$ cat src/rtl/opti_divider.sv
// Signed fixed-point divider: q = a / b.
// Restoring division with one quotient bit per cycle, fixed latency, and
// saturation on overflow or a zero divisor.
//
// state | meaning
// IDLE  | waiting for an operand pair, ready_in high
// CALC  | W restoring-division steps, quotient magnitude built MSB-first
// FIX   | sign/saturation applied, result registered, valid_out raised
module opti_divider #(
   parameter int W    = 24,
   parameter int FRAC = 22
) (
   input  logic         clk,
   input  logic         rst,
   input  logic [W-1:0] a,
   input  logic [W-1:0] b,
   input  logic         valid_in,
   output logic         ready_in,
   output logic [W-1:0] q,
   output logic         valid_out,
   output logic         ovf,
   output logic         div0
);

   localparam int NW = W + FRAC;      // numerator |a| * 2^FRAC
   localparam int SH = W - 1 - FRAC;  // ovf threshold exponent
   localparam int PW = W + SH;        // width of |b| * 2^SH

   localparam logic [W-1:0] Q_MAX = {1'b0, {(W-1){1'b1}}};
   localparam logic [W-1:0] Q_MIN = {1'b1, {(W-1){1'b0}}};

   typedef enum logic [1:0] {
      IDLE = 2'd0,
      CALC = 2'd1,
      FIX  = 2'd2
   } state_t;

   state_t state, state_nxt;

   logic [W-1:0]  abs_a, abs_b;
   logic [PW-1:0] a_ext, b_scaled;
   logic          ovf_pred, div0_pred, accept;

   logic          sign_q, sign_a, ovf_r, div0_r;
   logic [W-1:0]  dvsr;
   logic [NW-1:0] num;
   logic [NW-1:0] rem;
   logic [W-1:0]  qm;
   logic [W-1:0]  cnt;

   logic [NW-1:0] rem_base;
   logic [NW:0]   rem_sh, rem_nxt, dvsr_ext;
   logic          q_bit;

   assign ready_in = (state == IDLE);
   assign accept   = valid_in && ready_in;

   // Magnitudes; the most negative value maps to 2^(W-1) exactly.
   assign abs_a     = a[W-1] ? (~a + 1'b1) : a;
   assign abs_b     = b[W-1] ? (~b + 1'b1) : b;
   assign a_ext     = PW'(abs_a);
   assign b_scaled  = PW'(abs_b) << SH;
   assign div0_pred = (b == '0);
   assign ovf_pred  = !div0_pred && (a_ext >= b_scaled);

   // The first step seeds the remainder with the numerator bits above the W
   // quotient positions; any quotient bit there would already mean overflow.
   assign rem_base = (cnt == '0) ? NW'(num[NW-1:W]) : rem;
   assign rem_sh   = {rem_base, num[W-1]};
   assign dvsr_ext = (NW+1)'(dvsr);
   assign q_bit    = (rem_sh >= dvsr_ext);
   assign rem_nxt  = q_bit ? (rem_sh - dvsr_ext) : rem_sh;

   // State register.
   always_ff @(posedge clk) begin
      if (rst) state <= IDLE;
      else     state <= state_nxt;
   end

   // Next-state logic.
   always_comb begin
      state_nxt = state;
      case (state)
         IDLE:    if (accept) state_nxt = CALC;
         CALC:    if (cnt == W'(W-1)) state_nxt = FIX;
         FIX:     state_nxt = IDLE;
         default: state_nxt = IDLE;
      endcase
   end

   // Operand capture and the per-cycle restoring step.
   always_ff @(posedge clk) begin
      if (rst) begin
         sign_q <= 1'b0;
         sign_a <= 1'b0;
         ovf_r  <= 1'b0;
         div0_r <= 1'b0;
         dvsr   <= '0;
         num    <= '0;
         rem    <= '0;
         qm     <= '0;
         cnt    <= '0;
      end else if (state == IDLE) begin
         if (accept) begin
            sign_q <= a[W-1] ^ b[W-1];
            sign_a <= a[W-1];
            ovf_r  <= ovf_pred;
            div0_r <= div0_pred;
            dvsr   <= abs_b;
            num    <= {abs_a, {FRAC{1'b0}}};
            rem    <= '0;
            qm     <= '0;
            cnt    <= '0;
         end
      end else if (state == CALC) begin
         rem <= NW'(rem_nxt);
         qm  <= {qm[W-2:0], q_bit};
         num <= num << 1;
         cnt <= cnt + 1'b1;
      end
   end

   // Result register: saturation priority is div0, then ovf, then signed Qm.
   always_ff @(posedge clk) begin
      if (rst) begin
         q         <= '0;
         ovf       <= 1'b0;
         div0      <= 1'b0;
         valid_out <= 1'b0;
      end else begin
         valid_out <= 1'b0;
         if (state == FIX) begin
            valid_out <= 1'b1;
            ovf       <= ovf_r;
            div0      <= div0_r;
            if (div0_r)     q <= sign_a ? Q_MIN : Q_MAX;
            else if (ovf_r) q <= sign_q ? Q_MIN : Q_MAX;
            else            q <= sign_q ? (~qm + 1'b1) : qm;
         end
      end
   end

endmodule

$ cat config.mk
export PLATFORM = sky130hd
export DESIGN_NAME = opti_divider
export DESIGN_NICKNAME = d
export VERILOG_FILES = /design/src/rtl/opti_divider.sv
export SDC_FILE = /design/constraint.sdc
export NUM_CORES = 1
export LEC_CHECK = 0
export ABC_AREA = 1
export BUFFER_PORTS_ARGS = -buffer_cell sky130_fd_sc_hd__buf_2
export CAP_MARGIN = 20
export CORE_MARGIN = 5
export CORE_UTILIZATION = 40
export DETAILED_ROUTE_END_ITERATION = 6
export PLACE_DENSITY_LB_ADDON = 0.3
export SLEW_MARGIN = 10
export SYNTH_ARGS = -nofsm -noshare
export SYNTH_HDL_FRONTEND = slang
export SYNTH_SLANG_ARGS = --single-unit
$ cat constraint.sdc
create_clock -name clk -period 8.9 [get_ports clk]
set_input_delay 0.89 -clock clk [delete_from_list [all_inputs] [get_ports clk]]
set_output_delay 0.89 -clock clk [all_outputs]
set_load 0.05 [all_outputs]
==> results_dict.tcl <==
set metrics [dict create \
    status "finished, final reports clean" \
    path_cells "inv_1 > ha_1 > nand2_1 > nor2_1 > nand3_4 > buf_4 > nand2_1 > o21ai_0 > inv_1 > ha_1 > nand2_1 > nand2_1 > nor2_1 > o21ai_1 > nand2_1 > inv_1 > nor2_1 > nor2_1 > nor2_4 > nand3_4 > inv_2 > nand2_1 > nand3_1 > o21ai_0" \
    slew_violations 0 \
    syn2layout_area_growth_pct 10.5 \
    cts_resized 0 \
    io_buffers 78 \
    fillers 3199 \
    maxCapViolCount 0 \
    root_buffer "clkbuf_16" \
    powerDensity_mw_per_mm2 235 \
    startpoint "cnt[0]$_SDFFE_PP0P_" \
    ys_types 47 \
    cts_hold_buffers 0 \
    endpoint "rem[9]$_SDFFE_PP0P_" \
    r2r_cells 24 \
    clockPowerShare_pct 25.7 \
    cts_tree "done" \
    crit_path_end_kind "register" \
    crit_fanout 58 \
    critical_path_arrival_ps 5280 \
    clock-sinks 175 \
    sw_frac_of_total_pct 45.5 \
    place_hpwl_um 25800 \
    die-area_mm2 0.0340 \
    fin_area_mm2 0.0134 \
    wl_per_cell_um 14.5 \
    netlist_area_mm2 0.0122 \
    cp_slowest_cell "inv_2" \
    ant_nets 0 \
    fin_skew_ps 21.9 \
    place_area_mm2 0.0128 \
    post-route-period-util_pct 55.9 \
    initial_core_util_pct 40.8 \
    die_x_um 184 \
    core_mm2 0.0298 \
    slew_headroom_pct 26.9 \
    drc 0 \
    synth_async_sr_flop_share_pct 0 \
    ys_seq_elements 175 \
    drt_iter0_drc 910 \
    synthCells 1935 \
    max-clock-path-buffers 2 \
    yosysTopAreaCellShare_pct 28.8 \
    leakage_nw 6.58 \
    timing.rr.end "rem[9]$_SDFFE_PP0P_" \
    pwr-share-seq_pct 29.5 \
    antenna_found_initial 0 \
    overflow 0 \
    hold_viol_final 0 \
    synth_top_area_cell "dfxtp_1" \
    setup_viol 0 \
    num_antenna_cells 0 \
    cts_setup_buffers 0 \
    routed_wirelength_um 34300 \
    grt_pass1_vias 11600 \
    num_vias 12400 \
    grt_max_degree 66 \
    rsz0062_at_grt "no" \
    worstReg2RegStart "cnt[0]$_SDFFE_PP0P_" \
    gp_congestion 0.917 \
    synthMostInstantiatedCell "nand2_1" \
    drive_above_1_share_pct 7.89 \
    slowest_delay_ps 600 \
    synthFlopType "dfxtp_1" \
    io_pins 79 \
    grt_pass1_wl_um 56800 \
    path_class "reg -> reg" \
    critPathLaunchType "register" \
    netSwitchingPower_mw 1.44 \
    crit_top_cell "nand2_1" \
    path_clk_slew_ps 80 \
    synthTopCellsByArea "dfxtp_1, nand2_1, inv_1" \
    cts-htree-levels 4 \
    finalCriticalPeriod_ps 4970 \
    row_count 63 \
    synth.top_cells.by_count "nand2_1, inv_1, o21ai_0" \
    ys_warn_count 0 \
    worst_hold_path_type "reg -> reg" \
    setup_tns_ps 0 \
    syn_avg_cell_area_um2 6.29 \
    cellInternalPower_mw 1.72 \
    ir_drop_mv 0.139 \
    worst_pin_slew_ps 1090 \
    first_pass_iters 5 \
    cp.required_ps 9210 \
    fin_nets 2069 \
    synth-seq-area-share_pct 28.8 \
    cts_buffers 17 \
    max_freq_ghz 0.201 \
    syn_nets 2039 \
    grt_usage_pct 20.1 \
    synth-edff-count 0 \
    vias_per_cell 5.26 \
    reg2reg_slack_ps 3930 \
    comb_power_share_pct 44.7 \
    fp.dieH_um 184 \
    clock_latency_ps 450 \
]
==> registers in the layout (all words and copies together), names as in the netlist <==
register   count
qm            24
state          2
dvsr          24
num           24
sign_a         1
ovf_r          1
cnt           24
ovf            1
div0_r         1
q             24
valid_out      1
div0           1
sign_q         1
rem           46
==> worst max-delay path, delay by kind of cell (launching register included) <==
kind                     cells  cell delay (ps)
buffers and inverters        5             1310
adder cells (fa/ha/maj)      2              540
AO/OA/AOI/OAI                3              410
flip-flops                   1              400
AND/OR/NAND/NOR             14             2130
==> metal layers <==
| layer | global-route usage [%] | wire (um) |
|---|---|---|
| met1 | 28.1 | 16600 |
| met3 | 1.97 | 1480 |
| met5 | 0 | 0 |
| met4 | 6.57 | 709 |
| met2 | 32.5 | 15400 |
==> worst min-delay path by stage <==
stage                         start                    to  slack, ps  depth (start not counted)
6_report       rem[22]$_SDFFE_PP0P_  rem[22]$_SDFFE_PP0P_        450                          2
5_1_grt        rem[11]$_SDFFE_PP0P_  rem[11]$_SDFFE_PP0P_        500                          2
4_1_cts        rem[22]$_SDFFE_PP0P_  rem[22]$_SDFFE_PP0P_        460                          2
3_5_place_dp   rem[22]$_SDFFE_PP0P_  rem[22]$_SDFFE_PP0P_        440                          2
3_3_place_gp   rem[45]$_SDFFE_PP0P_  rem[45]$_SDFFE_PP0P_        430                          2
2_1_floorplan  rem[45]$_SDFFE_PP0P_  rem[45]$_SDFFE_PP0P_        420                          2
==> cell type report <==
| type | instances | area, um^2 | area share [%] |
|---|---|---|---|
| inverter | 296 | 1110 | 8.27 |
| timing repair buffer | 90 | 480 | 3.58 |
| sequential | 175 | 3500 | 26.1 |
| tap | 390 | 488 | 3.63 |
| clock buffer | 17 | 425 | 3.17 |
| multi-input combinational | 1385 | 7200 | 53.6 |
| clock inverter | 15 | 225 | 1.68 |
==> cells by family (layout without fill, tap and decap cells) <==
family	count (synthesis)	in the layout	share of synthesized area [%]
AO/OA/AOI/OAI	418	418	19.1
XOR/XNOR	71	71	5.11
adder cells (fa/ha/maj)	53	53	5.51
buffers and inverters	375	418	12.1
flip-flops	175	175	28.8
AND/OR/NAND/NOR	843	843	29.4
==> power by group through the flow <==
stage,combinational [mW],sequential [mW],clock [mW]
floorplan,1.13,0.928,0
global placement,1.38,0.950,0
detailed placement,1.40,0.950,0
CTS,1.41,0.933,0.829
global route,1.61,0.944,0.863
finish,1.42,0.934,0.813
==> per-stage QoR <==
stage | util (%) | hold WS [ps] | cells | power [mW] | worst slack (ps)
5_1_grt | 45.1 | 496 | 2368 | 3.42 | 3360
3_3_place_gp | 42.9 | 433 | 2336 | 2.33 | 4100
6_report | 45.1 | 454 | 2368 | 3.16 | 3930
2_1_floorplan | - | 419 | 1935 | 2.06 | 5270
3_5_place_dp | 42.9 | 442 | 2336 | 2.35 | 3950
4_1_cts | 45.1 | 456 | 2368 | 3.17 | 3890
==> cells in the final DEF, fill, tap and decap left out, types with 4 or more instances in the layout <==
cell / count
o21ai_1: 14
clkinv_8: 4
o211ai_1: 6
o22ai_1: 14
a31oi_1: 13
nand3b_1: 4
o32ai_1: 10
o41ai_1: 8
inv_12: 6
a211oi_1: 4
o21ai_2: 5
xor2_1: 52
a21oi_1: 134
o31ai_1: 5
o21ai_0: 185
nor2_2: 8
xnor2_1: 19
nor4_1: 10
nor2_1: 158
nand3_1: 139
o21bai_1: 10
inv_1: 289
buf_2: 78
or2_2: 6
nand2_1: 454
clkinv_1: 4
clkbuf_16: 17
buf_4: 12
nand2_2: 4
nand4_1: 28
dfxtp_1: 175
nor3_1: 23
ha_1: 52
(Power assumes the default switching activity.)
